`src/rtl/imm_gen_pipe.sv`:
```
// imm_gen_pipe: registered RV32/RV64 immediate generator for the decode stage.
// Extracts the I/S/B/J/U/shamt immediates selected by imm_src, extends them to
// XLEN bits and carries a sideband tag. A 2-entry (output + skid) buffer with
// valid/ready handshakes on both sides never drops an instruction under
// back-pressure. in_ready is register-derived and has no combinational path
// from out_ready.
// Optional feature: define IMM_GEN_ZIMM_EN to decode imm_src 3'b110 as the CSR
// zimm (instr[19:15] zero-extended). Without it, 3'b110 yields zero.

module imm_gen_pipe #(
    parameter int XLEN  = 32,
    parameter int TAG_W = 32
) (
    input  logic             clk,
    input  logic             rst_n,
    input  logic             flush,
    input  logic             in_valid,
    output logic             in_ready,
    input  logic [31:0]      instr,
    input  logic [2:0]       imm_src,
    input  logic [TAG_W-1:0] in_tag,
    output logic             out_valid,
    input  logic             out_ready,
    output logic [XLEN-1:0]  imm_out,
    output logic [TAG_W-1:0] out_tag
);

    logic [XLEN-1:0]  imm_new;
    logic [XLEN-1:0]  out_imm_q;
    logic [TAG_W-1:0] out_tag_q;
    logic             out_valid_q;
    logic [XLEN-1:0]  skid_imm_q;
    logic [TAG_W-1:0] skid_tag_q;
    logic             skid_valid_q;
    logic             accept;
    logic             out_free;

    // The opcode field is never inspected; format comes from imm_src only.
    logic unused_opcode;
    assign unused_opcode = ^instr[6:0];

    // Extract and extend the immediate selected by imm_src.
    // Signed size casts give sign extension to XLEN for any legal XLEN.
    always_comb begin
        imm_new = '0;
        case (imm_src)
            3'b000: imm_new = XLEN'($signed(instr[31:20]));
            3'b001: imm_new = XLEN'($signed({instr[31:25], instr[11:7]}));
            3'b010: imm_new = XLEN'($signed({instr[31], instr[7], instr[30:25],
                                              instr[11:8], 1'b0}));
            3'b011: imm_new = XLEN'($signed({instr[31], instr[19:12], instr[20],
                                              instr[30:21], 1'b0}));
            3'b100: imm_new = XLEN'($signed({instr[31:12], 12'b0}));
            // RV64 shamt is 6 bits wide; RV32 ignores instr[25].
            3'b101: imm_new = XLEN'({(XLEN == 64) && instr[25], instr[24:20]});
`ifdef IMM_GEN_ZIMM_EN
            3'b110: imm_new = XLEN'(instr[19:15]);
`else
            3'b110: imm_new = '0;
`endif
            default: imm_new = '0;
        endcase
    end

    assign in_ready  = !skid_valid_q;
    assign accept    = in_valid && in_ready && !flush;
    assign out_free  = !out_valid_q || out_ready;
    assign out_valid = out_valid_q;
    assign imm_out   = out_imm_q;
    assign out_tag   = out_tag_q;

    // Output/skid buffer update; flush outranks every transfer.
    always_ff @(posedge clk or negedge rst_n) begin
        if (!rst_n) begin
            out_valid_q  <= 1'b0;
            out_imm_q    <= '0;
            out_tag_q    <= '0;
            skid_valid_q <= 1'b0;
            skid_imm_q   <= '0;
            skid_tag_q   <= '0;
        end else if (flush) begin
            out_valid_q  <= 1'b0;
            skid_valid_q <= 1'b0;
        end else if (out_free) begin
            if (skid_valid_q) begin
                out_valid_q  <= 1'b1;
                out_imm_q    <= skid_imm_q;
                out_tag_q    <= skid_tag_q;
                skid_valid_q <= 1'b0;
            end else if (accept) begin
                out_valid_q <= 1'b1;
                out_imm_q   <= imm_new;
                out_tag_q   <= in_tag;
            end else begin
                out_valid_q <= 1'b0;
            end
        end else if (accept) begin
            skid_valid_q <= 1'b1;
            skid_imm_q   <= imm_new;
            skid_tag_q   <= in_tag;
        end
    end

endmodule

```
`config.mk`:
```
export PLATFORM = sky130hd
export DESIGN_NAME = imm_gen_pipe
export DESIGN_NICKNAME = d
export VERILOG_FILES = /design/src/rtl/imm_gen_pipe.sv
export SDC_FILE = /design/constraint.sdc
export NUM_CORES = 1
export LEC_CHECK = 0
export BUFFER_PORTS_ARGS = -buffer_cell sky130_fd_sc_hd__buf_2
export CAP_MARGIN = 5
export CELL_PAD_IN_SITES_DETAIL_PLACEMENT = 1
export CELL_PAD_IN_SITES_GLOBAL_PLACEMENT = 2
export CORE_MARGIN = 2
export CORE_UTILIZATION = 36
export CTS_BUF_LIST = sky130_fd_sc_hd__clkbuf_8 sky130_fd_sc_hd__clkbuf_16
export DETAILED_ROUTE_END_ITERATION = 10
export PLACE_DENSITY_LB_ADDON = 0.05
export SYNTH_ARGS = -nofsm -noshare
export SYNTH_HDL_FRONTEND = slang
export SYNTH_SLANG_ARGS = --single-unit
```
`constraint.sdc`:
```
create_clock -name clk -period 2.8 [get_ports clk]
set_input_delay 0 -clock clk [delete_from_list [all_inputs] [get_ports clk]]
set_output_delay 0 -clock clk [all_outputs]
set_load 0.1 [all_outputs]
```
==> results_tabular.tex <==
\begin{tabular}{lr}
\hline
Metric & Value \\
\hline
\multicolumn{2}{l}{\textbf{Detailed routing}} \\
\quad Vias per std cell & roughly 5 \\
\quad Number of vias after detailed routing & 4843 \\
\quad \# DRC & 0 \\
\quad Number of antenna-violating nets in the routed design & 0 \\
\quad Wirelength per Cell & about 17 um \\
\quad Routed wire length & roughly 16000 um \\
\quad Drt first-iter violations & 173 \\
\quad Number of detailed-route iterations in the first pass & 4 \\
\multicolumn{2}{l}{\textbf{STA}} \\
\quad Total setup violations reported at the end of the flow & 0 \\
\quad Setup slack after layout & 0.7400 ns \\
\quad Final critical path time including I/O delays and setup & 2.060 ns \\
\quad Endpoints failing hold & 0 \\
\quad TNS Setup & 0 ns \\
\quad Setup repair after global routing missed its margin & no \\
\quad Slew at the pin with the worst max-slew slack & 0.8511 ns \\
\quad FMAX & around 490 MHz \\
\quad Worst max-slew margin expressed relative to the limit & 43.26\% \\
\quad Final Slew Violations & 0 \\
\quad Final setup skew & 0.008669 ns \\
\quad Final period util & between 70\% and 80\% \\
\multicolumn{2}{l}{\textbf{Final layout}} \\
\quad Layout cells sized above 1 & 28.72\% \\
\quad Relative area change from synthesis to final layout & 33.14\% \\
\quad Final net count & 811 \\
\quad Diode count & 0 \\
\multicolumn{2}{l}{\textbf{Synth}} \\
\quad Simple-gate area share of the yosys netlist & 10.97\% \\
\quad Main combinational cell family by area after synthesis & compound AO/OA/AOI/OAI gates \\
\quad Post-Syn Area & 0.005917 mm2 \\
\quad Proportion of synthesized area in mux cells & between 10\% and 20\% \\
\quad Flops \& latches, synth & 130 \\
\quad Top area cells in the synthesized netlist & sky130\_fd\_sc\_hd\_\_dfrtp\_1, sky130\_fd\_sc\_hd\_\_mux2i\_1, sky130\_fd\_sc\_hd\_\_nand2\_1 \\
\quad Number of distinct standard cells referenced by the synthesized netlist & 31 \\
\quad Post-Synthesis Mean Instance Area & a little over 10 um2 \\
\quad Cells after synthesis & 578 \\
\quad Top cell type's share of synthesized area & between 50 and 60\% \\
\quad Flip-flop cell with the highest count after synthesis & sky130\_fd\_sc\_hd\_\_dfrtp\_1 \\
\quad Synthesized Nets & 650 \\
\quad Post-synthesis compound-gate area fraction & about 16\% \\
\quad Xor-xnor portion of the synthesized cell area & 0\% \\
\quad Fraction of registers with async set or reset after synthesis & 100.0\% \\
\quad List of most frequent post-synthesis cells & sky130\_fd\_sc\_hd\_\_dfrtp\_1, sky130\_fd\_sc\_hd\_\_nand2\_1, sky130\_fd\_sc\_hd\_\_o21ai\_1 \\
\quad Number of synthesized flops with an enable pin & 0 \\
\quad Synth warnings & 0 \\
\quad Leading cell type by number of instances after synthesis & sky130\_fd\_sc\_hd\_\_dfrtp\_1 \\
\quad Sequential fraction of the synthesis area & 54.98\% \\
\quad Synthesized-area fraction occupied by adder cells & 0\% \\
\quad Synth area leader & sky130\_fd\_sc\_hd\_\_dfrtp\_1 \\
\multicolumn{2}{l}{\textbf{Power and ir drop}} \\
\quad Internal power & 0.004323 W \\
\quad Power per Cell Area & 872.6 mW/mm2 \\
\quad Power spent charging and discharging nets & 0.002551 W \\
\quad Switching part of the total & 37.11\% \\
\quad Static leakage & 3.607 nW \\
\quad Combinational Power Share & 28.5\% \\
\quad Share of power burned in the clock network & 36.4\% \\
\quad Worst vdd ir & 0.0003910 V \\
\quad Proportion of power drawn by flip-flops and latches & 35.1\% \\
\quad Power consumption & 0.006874 W \\
\multicolumn{2}{l}{\textbf{Worst setup path}} \\
\quad Worst setup EP type & output port \\
\quad Critical path class & reg2out \\
\quad Required time at the worst-slack endpoint & around 2.8 ns \\
\quad Critical path launch point type & flip-flop \\
\quad Reg2Reg Setup Slack & 0.85 ns \\
\quad Highest net fanout along the worst path & 47 \\
\quad CP arrival & 2.06 ns \\
\multicolumn{2}{l}{\textbf{Placed design}} \\
\quad Gp weighted congestion & 0.7619 \\
\quad Count of input and output buffers & between 100 and 150 \\
\quad Pre-CTS WS & 0.8403 ns \\
\quad HPWL reported at the end of detailed placement & about 10000 um \\
\multicolumn{2}{l}{\textbf{Global routing}} \\
\quad Number of global-route vias before repair & about 5200 \\
\quad GRT Overall Usage & 19.71\% \\
\quad Number of antenna violations at the first check in global routing & 0 \\
\quad GR Overflow Total & 0 \\
\quad Largest net degree at the start of global routing & 82 \\
\quad Global-route wire length before repair & $\sim$28000 um \\
\multicolumn{2}{l}{\textbf{Clock network}} \\
\quad Clock latency of the later-clocked register in the worst-skew pair & a little over 0.4 ns \\
\quad Clock tree from TritonCTS & done \\
\quad Num CTS Buffers & 17 \\
\quad PostCTS Resize Cnt & 0 \\
\quad Buffer depth of the longest clock path & 2 \\
\quad Number of levels the H-tree was split into & 4 \\
\quad Clock sinks & 130 \\
\quad Clock-pin transition on the worst setup and hold timing paths & 0.06 ns \\
\quad Root buffer cell & sky130\_fd\_sc\_hd\_\_clkbuf\_16 \\
\multicolumn{2}{l}{\textbf{Floorplan}} \\
\quad Core Area & 0.01600 mm2 \\
\quad Row count & between 40 and 50 \\
\quad Width of the chip & between 100 and 150 um \\
\quad Die H & 132.2 um \\
\quad Die area & 0.01748 mm2 \\
\quad Initial standard-cell utilization of the core & a little under two fifths \\
\quad I/O pin count & 138 \\
\multicolumn{2}{l}{\textbf{Run}} \\
\quad Count of maximum capacitance violations & 0 \\
\multicolumn{2}{l}{\textbf{Min path}} \\
\quad Min-delay worst type & in2reg \\
\multicolumn{2}{l}{\textbf{Run status}} \\
\quad Outcome & complete, no violations \\
\hline
\end{tabular}
-- power groups by stage --
stage	registers (W)	logic (W)	clock network (W)
global route	0.00246	0.00208	0.00265
finish	0.00241	0.00196	0.00250
detailed placement	0.00245	0.00192	0
CTS	0.00241	0.00198	0.00255
floorplan	0.00348	0.000459	0
global placement	0.00242	0.00189	0
-- final timing paths --
kind / startpoint / endpoint / depth (start not counted)
worst min-delay path: in_valid / skid_valid_q$_DFFE_PN0P_ / 3
worst max register to register: skid_valid_q$_DFFE_PN0P_ / imm_out[19]$_DFFE_PN0P_ / 5
min in group asynchronous: rst_n / skid_tag_q[25]$_DFFE_PN0P_ / 2
max in group asynchronous: rst_n / skid_imm_q[21]$_DFFE_PN0P_ / 3
worst max-delay path: skid_valid_q$_DFFE_PN0P_ / in_ready / 4
worst min register to register: imm_out[6]$_DFFE_PN0P_ / imm_out[6]$_DFFE_PN0P_ / 2
-- critical path, cell delays in order, from the launching register on --
cell and delay (ns):
sky130_fd_sc_hd__dfrtp_2 0.38, sky130_fd_sc_hd__buf_4 0.56, sky130_fd_sc_hd__clkinv_1 0.14, sky130_fd_sc_hd__buf_4 0.24
sky130_fd_sc_hd__buf_2 0.32
-- area by class of cell --
| class | count | area (um2) |
|---|---|---|
| multi-input cells | 400 | 2427 |
| inverters | 1 | 3.754 |
| fillers | 1806 | 8123 |
| repair buffers | 189 | 1254 |
| flip-flops and latches | 130 | 3254 |
| well taps | 216 | 270.3 |
| clock inverters | 12 | 201.4 |
| clock buffers | 20 | 466.7 |
-- registers in the layout (all words and copies together), names as in the netlist --
signal / cells
skid_imm_q: 32
out_valid: 1
skid_tag_q: 32
imm_out: 32
skid_valid_q: 1
out_tag: 32
-- per-layer routing --
layer	global-route usage (%)	vias up	routed length, um
met5	0	-	0
met2	31.86	105	7635
li1	-	2345	-
met4	4.182	0	134
met1	26.88	2382	7985
met3	5.113	11	641
-- cells by family (layout without fill, tap and decap cells) --
kind of cell / Yosys count / after routing
multiplexers: 76 / 76
AND/OR/NAND/NOR: 150 / 150
buffers and inverters: 48 / 222
flip-flops: 130 / 130
AO/OA/AOI/OAI: 174 / 174
-- timing repair --
action | CTS | global route
setup endpoints to repair | 0 | 0
hold endpoints to repair | 161 | 0
hold buffers | 48 | 0
buffers inserted | 0 | 0
-- per-stage QoR --
step | utilization, % | area (um2) | std cells | hold slack [ns]
3_5_place_dp | 42.06 | 6729 | 888 | 0.1620
2_1_floorplan | - | 5917 | 578 | -0.2956
5_1_grt | 49.23 | 7878 | 968 | 0.05027
3_3_place_gp | 42.06 | 6729 | 888 | 0.1554
6_report | 49.23 | 7878 | 968 | 0.02194
4_1_cts | 49.23 | 7878 | 968 | 0.02195
-- placed cells by master (no fill, tap or decap), drive strengths merged --
cell type,netlist,routed
buf,24,141
inv,0,2
a21oi,37,37
nor2b,5,5
mux2,34,34
clkbuf,23,20
dlygate4sd3,0,48
a311oi,4,4
nand3,10,10
a31oi,12,12
clkinv,1,4
nor3b,3,3
o31ai,1,1
or3,2,2
a211oi,1,1
nor2,6,6
o21ai,99,99
nor3,2,2
or2,2,2
dfrtp,130,130
mux2i,42,42
nand2b,8,8
nand2,112,112
o22ai,4,4
o21a,8,8
o211ai,8,8
clkinvlp,0,2
bufinv,0,5
(Power assumes the default switching activity.)
